===== config.mk =====
export PLATFORM = sky130hd
export DESIGN_NAME = cdc_handshake_tx
export DESIGN_NICKNAME = d
export VERILOG_FILES = /design/src/rtl/cdc_hs_pkg.sv /design/src/rtl/sync_bit.sv /design/src/rtl/cdc_handshake_tx.sv
export SDC_FILE = /design/constraint.sdc
export NUM_CORES = 1
export LEC_CHECK = 0
export ABC_AREA = 1
export CORE_MARGIN = 1
export CORE_UTILIZATION = 40
export DETAILED_ROUTE_END_ITERATION = 10
export PLACE_DENSITY = 0.86
export SLEW_MARGIN = 20
export SYNTH_ARGS = -nofsm -noshare
export SYNTH_HDL_FRONTEND = slang
export SYNTH_SLANG_ARGS = --single-unit

===== constraint.sdc =====
create_clock -name clk -period 1.4 [get_ports clk]
set_input_delay 0.14 -clock clk [delete_from_list [all_inputs] [get_ports clk]]
set_output_delay 0.14 -clock clk [all_outputs]
set_load 0.02 [all_outputs]

===== src/rtl/cdc_hs_pkg.sv =====
// Shared definitions for the two-phase (toggle) CDC handshake pair.
// The receiver-side block imports this package as well.
package cdc_hs_pkg;

    typedef enum logic {
        IDLE     = 1'b0,
        WAIT_ACK = 1'b1
    } hs_state_t;

    localparam int CDC_MIN_SYNC_STAGES = 2;

endpackage


===== src/rtl/sync_bit.sv =====
// Single-bit resynchronizer: a STAGES-deep flop chain, asynchronously reset to 0.
module sync_bit
    import cdc_hs_pkg::*;
#(
    parameter int STAGES = 2
) (
    input  logic clk,
    input  logic rst,
    input  logic d,
    output logic q
);

    if (STAGES < CDC_MIN_SYNC_STAGES) begin : g_bad_stages
        $error("sync_bit: STAGES must be at least %0d", CDC_MIN_SYNC_STAGES);
    end

    logic [STAGES-1:0] chain;

    // NOTE: flops use non-blocking assignments so each stage samples its neighbour's pre-edge value.
    always_ff @(posedge clk or posedge rst) begin
        if (rst) begin
            chain <= '0;
        end else begin
            chain <= {chain[STAGES-2:0], d};
        end
    end

    assign q = chain[STAGES-1];

endmodule


===== src/rtl/cdc_handshake_tx.sv =====
// Source side of a toggle request/acknowledge handshake carrying one word per transfer.
// Optional acknowledge timeout is enabled with the CDC_TX_TIMEOUT_EN macro.
module cdc_handshake_tx
    import cdc_hs_pkg::*;
#(
    parameter int DATA_WIDTH     = 8,
    parameter int SYNC_STAGES    = 2,
    parameter int TIMEOUT_CYCLES = 1024
) (
    input  logic                  clk,
    input  logic                  rst,
    input  logic                  in_valid,
    output logic                  in_ready,
    input  logic [DATA_WIDTH-1:0] in_data,
    output logic [DATA_WIDTH-1:0] tx_data,
    output logic                  tx_req,
    input  logic                  rx_ack,
    output logic                  busy,
    output logic                  xfer_done,
    output logic                  timeout_err
);

    if (TIMEOUT_CYCLES < 1) begin : g_bad_timeout
        $error("cdc_handshake_tx: TIMEOUT_CYCLES must be at least 1");
    end

    hs_state_t state;
    logic      ack_s;
    logic      ack_match;

    sync_bit #(
        .STAGES (SYNC_STAGES)
    ) u_ack_sync (
        .clk (clk),
        .rst (rst),
        .d   (rx_ack),
        .q   (ack_s)
    );

    // The receiver has echoed the current request phase, so the link is free.
    assign ack_match = (ack_s == tx_req);
    assign in_ready  = (state == IDLE) && ack_match;

`ifdef CDC_TX_TIMEOUT_EN
    localparam int CNT_W = (TIMEOUT_CYCLES > 1) ? $clog2(TIMEOUT_CYCLES) : 1;
    localparam logic [CNT_W-1:0] CNT_LAST = CNT_W'(TIMEOUT_CYCLES - 1);

    logic [CNT_W-1:0] wait_cnt;
`else
    assign timeout_err = 1'b0;
`endif

    always_ff @(posedge clk or posedge rst) begin
        if (rst) begin
            state     <= IDLE;
            tx_req    <= 1'b0;
            tx_data   <= '0;
            busy      <= 1'b0;
            xfer_done <= 1'b0;
`ifdef CDC_TX_TIMEOUT_EN
            timeout_err <= 1'b0;
            wait_cnt    <= '0;
`endif
        end else begin
            xfer_done <= 1'b0;
`ifdef CDC_TX_TIMEOUT_EN
            timeout_err <= 1'b0;
`endif
            case (state)
                IDLE: begin
                    if (in_valid && in_ready) begin
                        tx_data <= in_data;
                        tx_req  <= ~tx_req;
                        busy    <= 1'b1;
                        state   <= WAIT_ACK;
`ifdef CDC_TX_TIMEOUT_EN
                        wait_cnt <= '0;
`endif
                    end
                end
                WAIT_ACK: begin
                    // An acknowledge wins over a simultaneous terminal count.
                    if (ack_match) begin
                        busy      <= 1'b0;
                        xfer_done <= 1'b1;
                        state     <= IDLE;
                    end
`ifdef CDC_TX_TIMEOUT_EN
                    else if (wait_cnt == CNT_LAST) begin
                        // tx_req keeps its phase so a late acknowledge cannot slip a transfer.
                        busy        <= 1'b0;
                        timeout_err <= 1'b1;
                        state       <= IDLE;
                    end else begin
                        wait_cnt <= wait_cnt + 1'b1;
                    end
`endif
                end
                default: state <= IDLE;
            endcase
        end
    end

endmodule


* Word-level counts from Yosys, hierarchy flattened
Cells that the tools add are included.
Word-level totals: flip-flop bits (word level) 14, bits of input ports 12, output and inout port bits 13
Cells by class: equality and inequality tests 3, muxes and demuxes 8, bitwise gates (word level) 2, reduce and logical (&&, ||, !) cells 4
Operator list (number):
- $mux 1 | 6
- $ne 2x1->1 const B | 2
- $pmux 1 s2 | 2
- $reduce_and 2->1 | 2
- $logic_and 1x1->1 | 2
- $not 1->1 | 2
- $eq 1x1->1 | 1

* Longest topological paths before layout
Gate-level depths: netlist (run 1).
depth after elaboration 5, mapped depth 7

* Cells and area by module
Synthesis (run 1) repeated with hierarchy kept, for this count alone.
Unflattened totals: cell total of the unflattened synthesis 62, area, all modules 596.8 µm²
Modules (own cells, without submodules):
- cdc_handshake_tx | times used 1, cells each 59, area an instance 543.0 µm², sequential area each 300.3 µm²
- sync_bit | times used 1, cells each 3, area an instance 53.8 µm², sequential area each 50.0 µm²

* Worst setup path after synthesis (run 1)
OpenSTA, ideal clock, no wires.
path kind register to output, start point reg tx_req, end point out in_ready, data arrival time 0.970 ns, data required time 1.260 ns, path slack 0.290 ns, stages on the path, launching flop included 4, path buffers 0, cell sequence dfrtp_1 inv_1 nand2_2 a21oi_1
On the way: word-level cells in the longest chain between the ends 2
Ends and longest elaborated chain:
- start, declared | line cdc_handshake_tx.sv:16 | output logic tx_req,
- start signal, assigned | line cdc_handshake_tx.sv:73 | tx_req <= ~tx_req;
- $eq 1x1->1 | line cdc_handshake_tx.sv:41 | assign ack_match = (ack_s == tx_req);
- $logic_and 1x1->1 | line cdc_handshake_tx.sv:42 | assign in_ready = (state == IDLE) && ack_match;
- end, declared | line cdc_handshake_tx.sv:13 | output logic in_ready,
No other way between the ends.

* Worst setup path in the final report (run 1)
start point reg xfer_done, end point out xfer_done
RTL lines:
- start, declared | line cdc_handshake_tx.sv:19 | output logic xfer_done,
- start signal, assigned | line cdc_handshake_tx.sv:59 | xfer_done <= 1'b0;
- start signal, assigned | line cdc_handshake_tx.sv:65 | xfer_done <= 1'b0;
- start signal, assigned | line cdc_handshake_tx.sv:85 | xfer_done <= 1'b1;
No word-level cell between the ends.

==> summary.txt, run 1 <==
Timing
  – Post-route setup TNS: 0 ps
  – Max transition margin: 0.6672
  – Final worst path period need: 1338 ps
  – # setup viols final: 0
  – Final worst setup slack: 62.04 ps
  – RSZ-0062 raised after global routing: no
  – Clock skew: 4.148 ps
  – FMAX: 747.4 MHz
  – Worst hold slack: 186.3 ps
  – Final Hold Violating Endpoints: 0
  – Slew @ Worst Pin: 498.7 ps
  – Period Utilization, post-route: 0.9557
  – Fin. max-slew vios: 0

Worst setup path
  – Worst Path Required: 1260 ps
  – CP Capture Type: output port
  – FF-to-FF path depth: 6
  – Crit path arrival time: 1200 ps
  – WS Path Type: reg2out
  – Crit path max fanout: 1
  – R2R Setup Slk: 300 ps
  – Cell Chain, Critical Path: clkdlybuf4s50_1
  – Slowest-stage cell, CP: clkdlybuf4s50_1
  – CP top delay family: buffers and inverters
  – Setup crit start kind: flop
  – WP depth: 1
  – WP buf/inv: 1
  – Max incr delay on CP: 590 ps

Die
  – Core Region: 0.001334 mm^2
  – Die area: 0.001641 mm^2
  – I/O pin count: 25
  – Die Ht: 40.51 um
  – FP Rows: 13
  – Initial Util: 0.4447
  – Die X: 40.51 um

Synthesis
  – Post-synthesis instance area: 593.1 um^2
  – Synth unique cells: 12
  – Adder-Cell Fraction of Synth Area: 0
  – Avg Cell Area, Syn: 9.722 um^2
  – Synth Area in XOR/XNOR: 0
  – Synth Area in Compound Gates: 0.02321
  – Post-synthesis sequential area ratio: 0.5907
  – Post-Synth Simple-Gate Area: 0.2764
  – Synth Warn #: 0
  – Portion of netlist area occupied by mux cells: 0
  – Largest family of logic cells by synthesized area: simple AND/OR/NAND/NOR gates
  – Cells after Synth: 61
  – Net Count, Synth: 73
  – Synthesized flop and latch total: 14

Drt
  – Total iterations of the first detailed-routing run: 3
  – Wirelength, routed: 1210 um
  – # DRC: 0
  – Initial DRC count: 2
  – Detailed-route wire length per cell: 11.98 um
  – Final ANT Viol Nets: 0
  – Drt via density: 5.069
  – Vias: 512

Finish
  – Filler Cell Count: 128
  – Synthesis-to-layout area growth: 47.47%
  – Layout cells sized above 1: 0.1512
  – Most common cell after layout, fill and taps aside: nand2_1
  – Flip-flop and latch area: 350.3 um^2
  – NumNets Final: 99
  – Area of the multi-input gates: 181.4 um^2
  – Most frequent cells in the layout: nand2_1, dfrtp_1, clkdlybuf4s50_1
  – Antenna fix cells: 0
  – Fin util: 0.6557

Global routing
  – Global-route usage over all layers: 0.1734
  – Vias in the first global route: 437
  – Largest net degree at the start of global routing: 15
  – GRT overflow: 0
  – Global-route wire length before repair: 1787 um
  – Initial antenna violation count: 0

Power and ir drop
  – VDD IR max: 1127 uV
  – Pleak: 0.5374 nW
  – Cell Pwr Density: 2060 mW/mm^2

Place
  – IO buf count: 23
  – Worst slack at placement: 4.749 ps
  – HPWL after DPL: 867.8 um
  – Gpl congestion: 0.7614

CTS
  – CTS tree: yes
  – Clock slew at reported path FFs: 80 ps
  – H-tree levels: 1
  – Hold_buf cts: 0
  – Maximum buffer depth of the clock tree: 2
  – CTS buffer count: 3
  – Post-CTS setup repair buffer count: 0
  – # clock sinks: 14
  – Clk_lat worst skew: 280 ps
  – CTS Root Buffer Type: clkbuf_4

Job
  – Max_cap viols: 0

Worst hold path
  – Worst hold path type: in2async

Status
  – Outcome: finished clean
==> routing by layer <==
metal	up-vias	wire length, um	track usage
li1	245	-	-
met1	240	479	0.1834
met2	22	607	0.3016
met3	5	91	0.03333
met4	0	31	0.1250
met5	-	0	0
==> registers in the layout, summed over array words and instances (netlist names) <==
signal,flops
xfer_done,1
state,1
busy,1
tx_req,1
u_ack_sync.chain,2
tx_data,8
==> power by group <==
group	leakage, nW	internal [mW]	switching [mW]
Clock	0.0210	0.158	0.126
Combinational	0.344	0.371	0.496
Sequential	0.173	0.564	0.0861
==> kinds of logic after synthesis <==
logic type | count (synthesis)
buffers and inverters | 10
AOI/OAI and AO/OA | 2
other | 1
and+or+nand+nor | 34
DFF | 14
==> cell type report <==
| type | instances | area share |
|---|---|---|
| well taps | 15 | 0.02146 |
| clock buffers | 4 | 0.04149 |
| multi-input cells | 37 | 0.2074 |
| repair buffers | 26 | 0.3076 |
| flip-flops and latches | 14 | 0.4006 |
| inverters | 5 | 0.02146 |
==> cells in the mapped netlist (all sizes together) <==
library cell	n	area share
nand2	24	0.16
dfrtp	14	0.59
nand4	9	0.095
buf	5	0.072
inv	5	0.032
a21oi	1	0.0084
conb	1	0.0063
nand3	1	0.017
o21ai	1	0.015
==> through the flow <==
| stage | power [mW] | instance area, um^2 | cells |
|---|---|---|---|
| after floorplan | 1.189 | 593.1 | 61 |
| after global placement | 1.556 | 822.0 | 97 |
| after detailed placement | 1.585 | 822.0 | 97 |
| after CTS | 1.859 | 858.3 | 101 |
| after global routing | 1.941 | 874.6 | 101 |
| final | 1.802 | 874.6 | 101 |
==> worst paths after layout <==
path / to / startpoint
hold reg to reg: u_ack_sync.chain[1] / u_ack_sync.chain[0]
min in group clk: u_ack_sync.chain[0] / rx_ack
setup reg to reg: tx_req / tx_req
hold / removal: tx_data[5] / rst
max in group asynchronous: tx_req / rst
setup / recovery: xfer_done / xfer_done
==> repair_timing <==
item,in CTS,in global routing
setup endpoints to repair,2,10
resized for setup,4,10
hold endpoints to repair,0,0
No activity file was read; power rests on OpenSTA's default activity.
==> inputs of run 2 (changes only) <==
--- a/config.mk
+++ b/config.mk
@@ -10,6 +10,7 @@
 export CORE_UTILIZATION = 40
 export DETAILED_ROUTE_END_ITERATION = 10
 export PLACE_DENSITY = 0.86
+export SETUP_SLACK_MARGIN = 0.2
 export SLEW_MARGIN = 20
 export SYNTH_ARGS = -nofsm -noshare
 export SYNTH_HDL_FRONTEND = slang
==> summary.txt, run 2 (synthesis results as in run 1) <==
Timing
  – Slew @ Worst Pin: 499.5 ps (+0.8277 ps)
  – Post-route setup TNS: 0 ps (unchanged)
  – # setup viols final: 0 (unchanged)
  – FMAX: 823.5 MHz (+10%)
  – Max transition margin: 0.6666 (about the same)
  – Fin. max-slew vios: 0 (unchanged)
  – Clock skew: 1.996 ps (-2.152 ps)
  – Period Utilization, post-route: 0.8674 (-0.08833)
  – RSZ-0062 raised after global routing: yes
  – Worst hold slack: 179.8 ps (-6.503 ps)
  – Final worst path period need: 1214 ps (-123.7 ps)
  – Final Hold Violating Endpoints: 0 (unchanged)

CTS
  – # clock sinks: 14 (unchanged)
  – Clock slew at reported path FFs: 80 ps (about the same)
  – CTS tree: yes
  – Maximum buffer depth of the clock tree: 2 (unchanged)
  – CTS Root Buffer Type: clkbuf_4
  – Hold_buf cts: 0 (unchanged)
  – CTS buffer count: 3 (unchanged)
  – H-tree levels: 1 (unchanged)
  – Gates resized, CTS repair: 18 (+14)
  – Clk_lat worst skew: 280 ps (about the same)
  – Post-CTS setup repair buffer count: 0 (unchanged)

Finish
  – Synthesis-to-layout area growth: 43.88%
  – Most common cell after layout, fill and taps aside: nand2_1
  – Area of the multi-input gates: 192.7 um^2 (+6.2%)
  – Layout cells sized above 1: 0.1744 (+0.02326)
  – Top reg by flops: tx_data
  – Antenna fix cells: 0 (unchanged)
  – Most frequent cells in the layout: nand2_1, dfrtp_1, clkdlybuf4s50_1, dlygate4sd2_1, nand4_1
  – NumNets Final: 99 (unchanged)
  – Max reg flops: 8 (unchanged)
  – Largest regs: tx_data (8), u_ack_sync.chain (2)
  – Filler Cell Count: 131 (+2.3%)
  – Flip-flop and latch area: 350.3 um^2 (unchanged)

Worst setup path
  – Crit path max fanout: 4 (+3)
  – Worst Path Required: 1260 ps (about the same)
  – CP Capture Type: output port
  – Crit path arrival time: 1070 ps (-130 ps)
  – WS Path Type: reg2out
  – Setup crit start kind: flop

Global routing
  – Vias in the first global route: 439 (+0.46%)
  – GRT overflow: 0 (unchanged)
  – Initial antenna violation count: 0 (unchanged)
  – Global-route usage over all layers: 0.1746 (+0.001156)
  – Largest net degree at the start of global routing: 15 (unchanged)
  – Global-route wire length before repair: 1800 um (+0.73%)

Status
  – Outcome: finished clean

Power and ir drop
  – VDD IR max: 1169 uV (+3.7%)
  – Pwr Total: 1.757 mW (-2.5%)
  – Pleak: 0.4562 nW (-15%)
  – Cell Pwr Density: 2059 mW/mm^2 (about the same)

Die
  – Core Region: 0.001334 mm^2 (unchanged)
  – FP Rows: 13 (unchanged)
  – Die X: 40.51 um (unchanged)
  – I/O pin count: 25 (unchanged)
  – Die Ht: 40.51 um (unchanged)
  – Die area: 0.001641 mm^2 (unchanged)
  – Initial Util: 0.4447 (unchanged)

Drt
  – # DRC: 0 (unchanged)
  – Detailed-route wire length per cell: 11.15 um (-6.9%)
  – Final ANT Viol Nets: 0 (unchanged)
  – Wirelength, routed: 1126 um (-6.9%)
  – Drt via density: 5.059 (-0.20%)
  – Vias: 511 (-0.20%)
  – Initial DRC count: 2 (unchanged)
  – Total iterations of the first detailed-routing run: 2 (-1)

Place
  – Gpl congestion: 0.7614 (unchanged)
  – IO buf count: 23 (unchanged)
  – HPWL after DPL: 867.8 um (unchanged)

Worst hold path
  – Worst hold path type: in2async

Job
  – Max_cap viols: 0 (unchanged)
-- run 2: worst max-delay path: stages (launching register included) --
cell	delay (ps)
dfrtp_1	400
nand2_1	120
a21oi_2	140
buf_4	140
-- run 2: per-layer routing --
metal  vias to the layer above  global-route usage  share of wire
met2                        22              0.3016           0.48
met5                         -                   0              0
met1                       237              0.1869           0.42
met3                         5             0.03333          0.073
met4                         0              0.1250          0.026
li1                        247                   -              -
-- run 2: path summary, 6_finish.rpt --
kind	startpoint	endpoint	slack [ps]	depth (start not counted)
max	tx_req	in_ready	190	3
min	rst	tx_data[5]	180	2
max reg2reg	tx_req	busy	320	7
min reg2reg	u_ack_sync.chain[0]	u_ack_sync.chain[1]	360	0
max in group asynchronous	rst	tx_req	880	2
min in group clk	rx_ack	u_ack_sync.chain[0]	300	1
-- run 2: final cells by class --
type / count / share of cell area
Clock buffer: 4 / 0.04252
Inverter: 5 / 0.02199
Multi-Input combinational cell: 37 / 0.2258
Sequential cell: 14 / 0.4106
Tap cell: 15 / 0.02199
Timing Repair Buffer: 26 / 0.2771
-- run 2: metrics by stage --
step                      cells  setup slack [ps]  utilization  instance area, um^2
after floorplan              61             290.4            -                593.1
after global placement       97             22.83       0.6163                822.0
after detailed placement     97             4.749       0.6163                822.0
after CTS                   101             177.0       0.6341                845.8
after global routing        101             125.6       0.6398                853.3
final                       101             185.7       0.6398                853.3
-- run 2: report_power, final --
part	internal, mW	switching (mW)	total [mW]
Sequential	0.564	0.0906	0.655
Clock	0.158	0.124	0.282
Combinational	0.319	0.500	0.819
Total	1.04	0.715	1.76
